**src/rtl/fetch_pc_gen.sv**
```systemverilog
// Fetch-stage next-PC generator with a direct-mapped BTB, redirect and update paths from execute.
// Optional perf counters are built when FETCH_PERF_CNT_EN is defined; otherwise both counter outputs are tied to zero.
module fetch_pc_gen #(
    parameter int          BTB_ENTRIES = 16,
    parameter logic [31:0] RESET_PC    = 32'h0000_0000
) (
    input  logic        clk,
    input  logic        rst_n,
    input  logic        stall_i,
    input  logic        predict_taken_i,
    input  logic        redirect_i,
    input  logic [31:0] redirect_pc_i,
    input  logic        upd_valid_i,
    input  logic [31:0] upd_pc_i,
    input  logic [31:0] upd_target_i,
    input  logic        upd_taken_i,
    output logic [31:0] fetch_pc_o,
    output logic        fetch_valid_o,
    output logic        pred_taken_o,
    output logic [31:0] pred_target_o,
    output logic [31:0] perf_hit_cnt_o,
    output logic [31:0] perf_redir_cnt_o
);
    localparam int IDX  = $clog2(BTB_ENTRIES);
    localparam int TAGW = 30 - IDX;

    typedef enum logic {BOOT, RUN} state_t;

    state_t                   r_state, w_state_nxt;
    logic [31:0]              r_pc, w_pc_nxt, w_pc_inc;
    logic [BTB_ENTRIES-1:0]   r_btb_vld;
    logic [TAGW-1:0]          r_btb_tag [BTB_ENTRIES];
    logic [29:0]              r_btb_tgt [BTB_ENTRIES];
    logic [IDX-1:0]           w_rd_idx, w_wr_idx;
    logic                     w_run, w_hit, w_upd;
    logic                     w_unused;

    assign w_rd_idx = r_pc[IDX+1:2];
    assign w_wr_idx = upd_pc_i[IDX+1:2];
    assign w_run    = (r_state == RUN);
    assign w_hit    = r_btb_vld[w_rd_idx] && (r_btb_tag[w_rd_idx] == r_pc[31:IDX+2]);
    assign w_upd    = upd_valid_i && upd_taken_i;
    assign w_pc_inc = r_pc + 32'd4;
    assign w_unused = &{1'b0, upd_pc_i[1:0], upd_target_i[1:0], redirect_pc_i[1:0]};

    assign fetch_pc_o    = r_pc;
    assign fetch_valid_o = w_run;
    assign pred_taken_o  = w_run && w_hit && predict_taken_i;
    assign pred_target_o = (w_run && w_hit) ? {r_btb_tgt[w_rd_idx], 2'b00} : w_pc_inc;

    always_comb begin
        w_state_nxt = r_state;
        w_pc_nxt    = r_pc;
        case (r_state)
            BOOT: w_state_nxt = RUN;
            RUN: begin
                if (redirect_i)        w_pc_nxt = {redirect_pc_i[31:2], 2'b00};
                else if (stall_i)      w_pc_nxt = r_pc;
                else if (pred_taken_o) w_pc_nxt = {r_btb_tgt[w_rd_idx], 2'b00};
                else                   w_pc_nxt = w_pc_inc;
            end
            default: w_state_nxt = BOOT;
        endcase
    end

    always_ff @(posedge clk or negedge rst_n) begin
        if (!rst_n) begin
            r_state   <= BOOT;
            r_pc      <= RESET_PC;
            r_btb_vld <= '0;
        end else begin
            r_state <= w_state_nxt;
            r_pc    <= w_pc_nxt;
            if (w_upd) r_btb_vld[w_wr_idx] <= 1'b1;
        end
    end

    // Payload needs no reset: it is only ever read behind a set valid bit.
    always_ff @(posedge clk) begin
        if (w_upd) begin
            r_btb_tag[w_wr_idx] <= upd_pc_i[31:IDX+2];
            r_btb_tgt[w_wr_idx] <= upd_target_i[31:2];
        end
    end

`ifdef FETCH_PERF_CNT_EN
    logic [31:0] r_hit_cnt, r_redir_cnt;

    always_ff @(posedge clk or negedge rst_n) begin
        if (!rst_n) begin
            r_hit_cnt   <= '0;
            r_redir_cnt <= '0;
        end else begin
            if (pred_taken_o && !stall_i && !redirect_i && r_hit_cnt != 32'hFFFF_FFFF)
                r_hit_cnt <= r_hit_cnt + 32'd1;
            if (w_run && redirect_i && r_redir_cnt != 32'hFFFF_FFFF)
                r_redir_cnt <= r_redir_cnt + 32'd1;
        end
    end

    assign perf_hit_cnt_o   = r_hit_cnt;
    assign perf_redir_cnt_o = r_redir_cnt;
`else
    assign perf_hit_cnt_o   = 32'h0;
    assign perf_redir_cnt_o = 32'h0;
`endif
endmodule

```
**config.mk**
```make
export PLATFORM = sky130hd
export DESIGN_NAME = fetch_pc_gen
export DESIGN_NICKNAME = d
export VERILOG_FILES = /design/src/rtl/fetch_pc_gen.sv
export SDC_FILE = /design/constraint.sdc
export NUM_CORES = 1
export LEC_CHECK = 0
export CAP_MARGIN = 20
export CORE_MARGIN = 3
export CORE_UTILIZATION = 32
export DETAILED_ROUTE_END_ITERATION = 8
export MAX_ROUTING_LAYER = met4
export PLACE_DENSITY = 0.46
export SYNTH_ARGS = -nofsm -noshare
export SYNTH_HDL_FRONTEND = slang
export SYNTH_SLANG_ARGS = --single-unit
```
**constraint.sdc**
```tcl
create_clock -name clk -period 3.6 [get_ports clk]
set_input_delay 0.36 -clock clk [delete_from_list [all_inputs] [get_ports clk]]
set_output_delay 0.36 -clock clk [all_outputs]
set_load 0.1 [all_outputs]
```
======== Yosys cells after proc, flatten, opt, wreduce, memory -nomap -nowiden ========
Memories as Yosys holds them, arrays and structs flattened.
Cells that the tools add are included.
Widths: inputs -> output; s select.
operators by class
  add/sub/neg operators ................... 1
  order comparisons ....................... 3
  equality and inequality tests ........... 2
  muxes and demuxes ....................... 10
  bitwise logic cells ..................... 1
  reductions and logical operators ........ 6
operators by type and width
  operator               count
  $mux 32                4
  $add 32x3->32 const B  1
  $eq 26x26->1           1
  $or 16x16->16          1
  $lt 4x5->1 const B     2
  $logic_and 1x1->1      5
  $bmux 1 s4             1
  $demux 1 s4            1
  $ge 4x1->1 const B     1
  $mux 1                 4
  $ne 2x1->1 const B     1
  $reduce_and 2->1       1
storage, ports and cells
  bits in registers ....................... 49
  memory bits (writable) .................. 896
  input bits .............................. 103
  logic and storage cells ................. 28
  memories kept ........................... 2
memory list
  memory     words  width  rd ports  clocked after Yosys merged registers in  write ports  RTL line  source
  r_btb_tgt  16     30     1         0                                        1            33        logic [29:0] r_btb_tgt [BTB_ENTRIES];
  r_btb_tag  16     26     1         0                                        1            32        logic [TAGW-1:0] r_btb_tag [BTB_ENTRIES];

======== Depth between registers and ports, before layout ========
  word-level depth ........................ 8
  mapped depth ............................ 15
  mapped depth without buffers ............ 9

======== Worst setup path after synthesis ========
Ideal clock, no wire load.
  path type ............................... flip-flop to output port
  from .................................... register r_pc[3] (netlist: fetch_pc_o[3])
  to ...................................... output pred_target_o[18]
  data arrival time ....................... 5.291 ns
  required time ........................... 3.240 ns
  slack ................................... -2.051 ns
  cell stages (with the launch flop) ...... 13
  path through ............................ dfrtp_1 buf_6 buf_6 buf_2 mux4_2 nor2_2 o32ai_1 or4b_4 a211oi_1 nand4_1 nor3_4 buf_6 mux2i_1
between the ends
  cells in the longest elaborated chain, start to end .. 5
  elaborated cells on any way between the ends .. 9
  classes of those cells .................. add/sub (1); eq/ne (1); mux (3); reduce/logical (2); memory (2)
ends and longest elaborated chain
  item                                         RTL line  source
  from (decl)                                  30        logic [31:0] r_pc, w_pc_nxt, w_pc_inc;
  from (signal assigned)                       73        r_pc <= w_pc_nxt;
  $mem_v2 16x26 or $bmux 1 s4 (tied branches)  -
  $eq 26x26->1 or $mux 1 (tied branches)       41        assign w_hit = r_btb_vld[w_rd_idx] && (r_btb_tag[w_rd_idx] == r_pc[31:IDX+2]);
  $logic_and 1x1->1                            41
  $logic_and 1x1->1                            49        assign pred_target_o = (w_run && w_hit) ? {r_btb_tgt[w_rd_idx], 2'b00} : w_pc_inc;
  $mux 32 (*)                                  49
  to (decl)                                    20        output logic [31:0] pred_target_o,
Mark *: on every way between the ends. The rest lies on a longest branch, timed or not. The select of a mux whose other input is x is not followed.

======== Worst setup path in the final report ========
  from .................................... register r_pc[4] (netlist: fetch_pc_o[4])
  to ...................................... output pred_target_o[25]
Same word-level chain as after synthesis.

==> metrics.txt <==
# TYPE chip_impl_metric gauge
chip_impl_metric{name="synth_edf_count",unit=""} 896
chip_impl_metric{name="route.detailed.vias_per_inst",unit=""} 5.29
chip_impl_metric{name="clkPwrFrac",unit="%"} 34.0
chip_impl_metric{name="post-route-cell-area",unit="um2"} 49400
chip_impl_metric{name="drt_iter0_drc",unit=""} 2408
chip_impl_metric{name="die_x",unit="um"} 356
chip_impl_metric{name="fin_skew",unit="ns"} 0.0334
chip_impl_metric{name="yosysSeqAreaShare",unit="%"} 71.6
chip_impl_info{name="synth_top_cell_by_area",value="edfxtp_1"} 1
chip_impl_metric{name="postPlaceCellArea",unit="um2"} 44800
chip_impl_metric{name="share_seq_of_total_power",unit="%"} 41.2
chip_impl_metric{name="dr.pass1.iters",unit=""} 8
chip_impl_metric{name="cellInternalPower",unit="W"} 0.0213
chip_impl_metric{name="netlist_instances",unit=""} 2076
chip_impl_metric{name="track_usage",unit="%"} 20.2
chip_impl_info{name="start_kind",value="flop"} 1
chip_impl_metric{name="initial_cell_density_of_the_core",unit="%"} 32.5
chip_impl_metric{name="yosys_register_bits",unit=""} 943
chip_impl_info{name="synth.most_common_cell",value="edfxtp_1"} 1
chip_impl_metric{name="synth.cell_area",unit="um2"} 39200
chip_impl_metric{name="power.share.switching",unit="%"} 29.7
chip_impl_metric{name="detail_route.wirelength",unit="um"} 127000
chip_impl_metric{name="antenna_found_initial",unit=""} 22
chip_impl_metric{name="detailedPlacementHpwl",unit="um"} 79200
chip_impl_metric{name="overflow",unit=""} 0
chip_impl_info{name="cts_root_cell",value="clkbuf_16"} 1
chip_impl_metric{name="cts-buffers-inserted",unit=""} 102
chip_impl_metric{name="clock_latency_on_the_worst_skew_pair",unit="ns"} 0.69
chip_impl_metric{name="clock_tree.buffer_depth",unit=""} 3
chip_impl_metric{name="worstMarginPinSlew",unit="ns"} 1.03
chip_impl_metric{name="finalSetupViolations",unit=""} 61
chip_impl_metric{name="switchingPower",unit="W"} 0.00900
chip_impl_metric{name="relSlewSlack",unit="%"} 31.2
chip_impl_metric{name="synth-warning-count",unit=""} 0
chip_impl_metric{name="floorplan.die.height",unit="um"} 356
chip_impl_info{name="most_frequently_used_flop_master_after_synthesis",value="edfxtp_1"} 1
chip_impl_metric{name="yosys.cell_types.count",unit=""} 77
chip_impl_metric{name="setup_ws",unit="ns"} -1.23
chip_impl_metric{name="num_vias",unit=""} 22293
chip_impl_metric{name="timing.max_cap.violations",unit=""} 0
chip_impl_metric{name="share_of_async_settable_or_async_resettable_flops_after_synthesis",unit="%"} 4.98
chip_impl_info{name="result_of_the_run",value="finished with violations"} 1
chip_impl_info{name="cp-end-kind",value="output pin"} 1
chip_impl_metric{name="crit_path_max_incr_delay",unit="ns"} 0.56
chip_impl_metric{name="footprint_of_the_multi_input_gates",unit="um2"} 11000
chip_impl_metric{name="fmaxAchievable",unit="MHz"} 207
chip_impl_metric{name="critical_path_required",unit="ns"} 3.24
chip_impl_metric{name="nets",unit=""} 2604
chip_impl_metric{name="synth_largest_type_area_fraction",unit="%"} 68.6
chip_impl_metric{name="leak_pwr",unit="nW"} 16.4
chip_impl_metric{name="path_max_fanout",unit=""} 17
chip_impl_metric{name="placementRows",unit=""} 127
chip_impl_metric{name="slew_violations",unit=""} 0
chip_impl_info{name="worst-setup-path-type",value="reg2out"} 1
chip_impl_metric{name="worst_ep_arrival_time",unit="ns"} 4.47
chip_impl_metric{name="post_route_cells_drive_above_1_share",unit="%"} 33.9
chip_impl_info{name="yosys-top-cells-area",value="edfxtp_1 (69%), mux4_2 (13%), dfrtp_1 (3.0%), mux2i_1 (2.0%), buf_4 (1.7%)"} 1
chip_impl_metric{name="drc_errors",unit=""} 0
chip_impl_metric{name="timing_hold_violations_final",unit=""} 0
chip_impl_info{name="series_of_cell_instances_along_the_critical_path",value="buf_4, buf_12, buf_4, mux2i_2, nand3_1, a31o_2, a211o_1, o2bb2a_1, nand4_1, nor3_4, buf_12, buf_16, mux2_4, buf_12"} 1
chip_impl_metric{name="power-per-cell-area",unit="nW/um2"} 614
chip_impl_metric{name="fin_crit_sh",unit="%"} 134
chip_impl_info{name="synthTopCellsByCount",value="edfxtp_1 (896), mux4_2 (224), buf_4 (87)"} 1
chip_impl_metric{name="via_count_of_the_first_global_routing_pass",unit=""} 22623
chip_impl_metric{name="place.port_buffers",unit=""} 158
chip_impl_metric{name="fp.dieArea",unit="um2"} 127000
chip_impl_metric{name="setup_tns",unit="ns"} -48.64
chip_impl_metric{name="core-area",unit="um2"} 121000
chip_impl_metric{name="fin_util",unit="%"} 40.9
chip_impl_metric{name="vdd_drop_max",unit="mV"} 0.432
chip_impl_metric{name="seq_area",unit="um2"} 28100
chip_impl_metric{name="wl_per_cell",unit="um"} 30.1
chip_impl_metric{name="grt_first_pass_wirelength",unit="um"} 175000
chip_impl_info{name="hold_path.class",value="in2async"} 1
chip_impl_metric{name="final_antenna_net_count",unit=""} 0
chip_impl_metric{name="io_pins",unit=""} 233
chip_impl_metric{name="cts.sinks",unit=""} 943
chip_impl_metric{name="grt_max_degree",unit=""} 58
chip_impl_metric{name="area_delta_synth_final",unit="%"} 25.8
chip_impl_metric{name="final_weighted_congestion_in_routability_driven_placement",unit=""} 0.939
chip_impl_metric{name="cts.htree.levels",unit=""} 3
chip_impl_info{name="crit_slowest_cell",value="dfrtp_4"} 1
chip_impl_metric{name="layout_min_cycle_time",unit="ns"} 4.83
chip_impl_info{name="unrepaired_setup_endpoints_after_global_routing",value="yes"} 1
chip_impl_info{name="tritoncts",value="built"} 1
chip_impl_metric{name="clkSlewWorstSetupHoldPaths",unit="ns"} 0.06
chip_impl_info{name="failed_checks",value="negative setup slack"} 1
chip_impl_metric{name="synth.avg_cell_area",unit="um2"} 18.9
chip_impl_metric{name="share_comb_of_total_power",unit="%"} 24.8
chip_impl_info{name="cp_common_cell",value="buf_12"} 1
chip_impl_metric{name="fill_cells",unit=""} 10854
-- critical path: cells and delay by family (launching register included) --
kind                   cells  cell delay, ns
AOI/OAI and AO/OA          3            0.87
buffers and inverters      6            1.12
DFF                        1            0.56
muxes                      2            0.58
and+or+nand+nor            3            0.61
-- area by class of cell --
class / count / share of cell area, %
diodes: 16 / 0.0811
clock buffers: 130 / 5.45
clock inverters: 60 / 1.21
inverters: 16 / 0.124
multi-input cells: 986 / 22.3
flip-flops and latches: 943 / 56.9
well taps: 1612 / 4.09
repair buffers: 451 / 9.84
-- worst paths after layout --
| path | from | end | cells after the start | slack (ns) |
|---|---|---|---|---|
| worst max register to register | fetch_pc_o[3] | fetch_pc_o[30] | 17 | -0.49 |
| worst min-delay path | rst_n | fetch_valid_o | 2 | 0.42 |
| worst min register to register | r_btb_vld[11] | r_btb_vld[11] | 1 | 0.46 |
| max in group asynchronous | rst_n | fetch_pc_o[25] | 3 | 2.39 |
| min in group clk | redirect_pc_i[20] | fetch_pc_o[20] | 4 | 0.44 |
| worst max-delay path | fetch_pc_o[4] | pred_target_o[25] | 14 | -1.23 |
-- sequential cells by signal, summed over array words and instances (netlist names) --
register,flops
r_btb_tag,416
r_btb_vld,16
r_btb_tgt,480
fetch_pc_o,30
fetch_valid_o,1
-- kinds of logic after synthesis --
logic type      after synthesis  synth area share [%]
xor+xnor                     43                 0.960
fa+ha+maj                     1                0.0319
compound gates              160                  2.98
simple gates                375                  5.31
flops                       943                  71.6
mux                         337                  15.9
buf+inv                     215                  3.22
other cells                   2                0.0191
-- metrics by stage --
| stage | instances | worst slack (ns) | total power [W] | hold WS, ns |
|---|---|---|---|---|
| 2_1_floorplan | 2143 | -1.24 | 0.0169 | 0.0644 |
| 3_3_place_gp | 3968 | -0.741 | 0.0197 | 0.445 |
| 3_5_place_dp | 3968 | -0.763 | 0.0198 | 0.449 |
| 4_1_cts | 4176 | -1.29 | 0.0303 | 0.359 |
| 5_1_grt | 4211 | -1.41 | 0.0314 | 0.430 |
| 6_report | 4214 | -1.23 | 0.0303 | 0.419 |
-- placed cells by master (no fill, tap or decap), types with 23 or more instances in the layout --
cell,count
edfxtp_1,896
nor2_1,34
clkbuf_1,26
buf_4,246
mux2i_1,66
clkdlybuf4s50_1,100
mux2_4,23
mux4_2,224
clkbuf_16,107
nand3b_1,28
and3_1,37
conb_1,69
xnor2_1,27
a21oi_1,39
buf_12,74
nand2_1,86
dfrtp_1,43
clkinv_1,23
-- power by group through the flow --
| stage | logic (W) | clock network, W | registers, W |
|---|---|---|---|
| 5_1_grt | 0.00785 | 0.0110 | 0.0125 |
| 2_1_floorplan | 0.00395 | 0 | 0.0130 |
| 3_3_place_gp | 0.00703 | 0 | 0.0127 |
| 3_5_place_dp | 0.00704 | 0 | 0.0127 |
| 6_report | 0.00752 | 0.0103 | 0.0125 |
| 4_1_cts | 0.00728 | 0.0106 | 0.0125 |
-- what timing repair did --
item	in CTS	in global routing
hold buffers	1	0
hold endpoints to repair	34	0
resized for setup	65	79
pin swaps	21	30
endpoints found under the setup margin	61	61
cloned	5	5
buffers inserted	16	17
-- metal layers --
| layer | global-route usage [%] | routed length, um |
|---|---|---|
| met5 | - | 0 |
| met2 | 30.0 | 58000 |
| met3 | 3.86 | 9110 |
| met4 | 4.15 | 2310 |
| met1 | 29.1 | 57600 |
No activity file was read; power rests on OpenSTA's default activity.
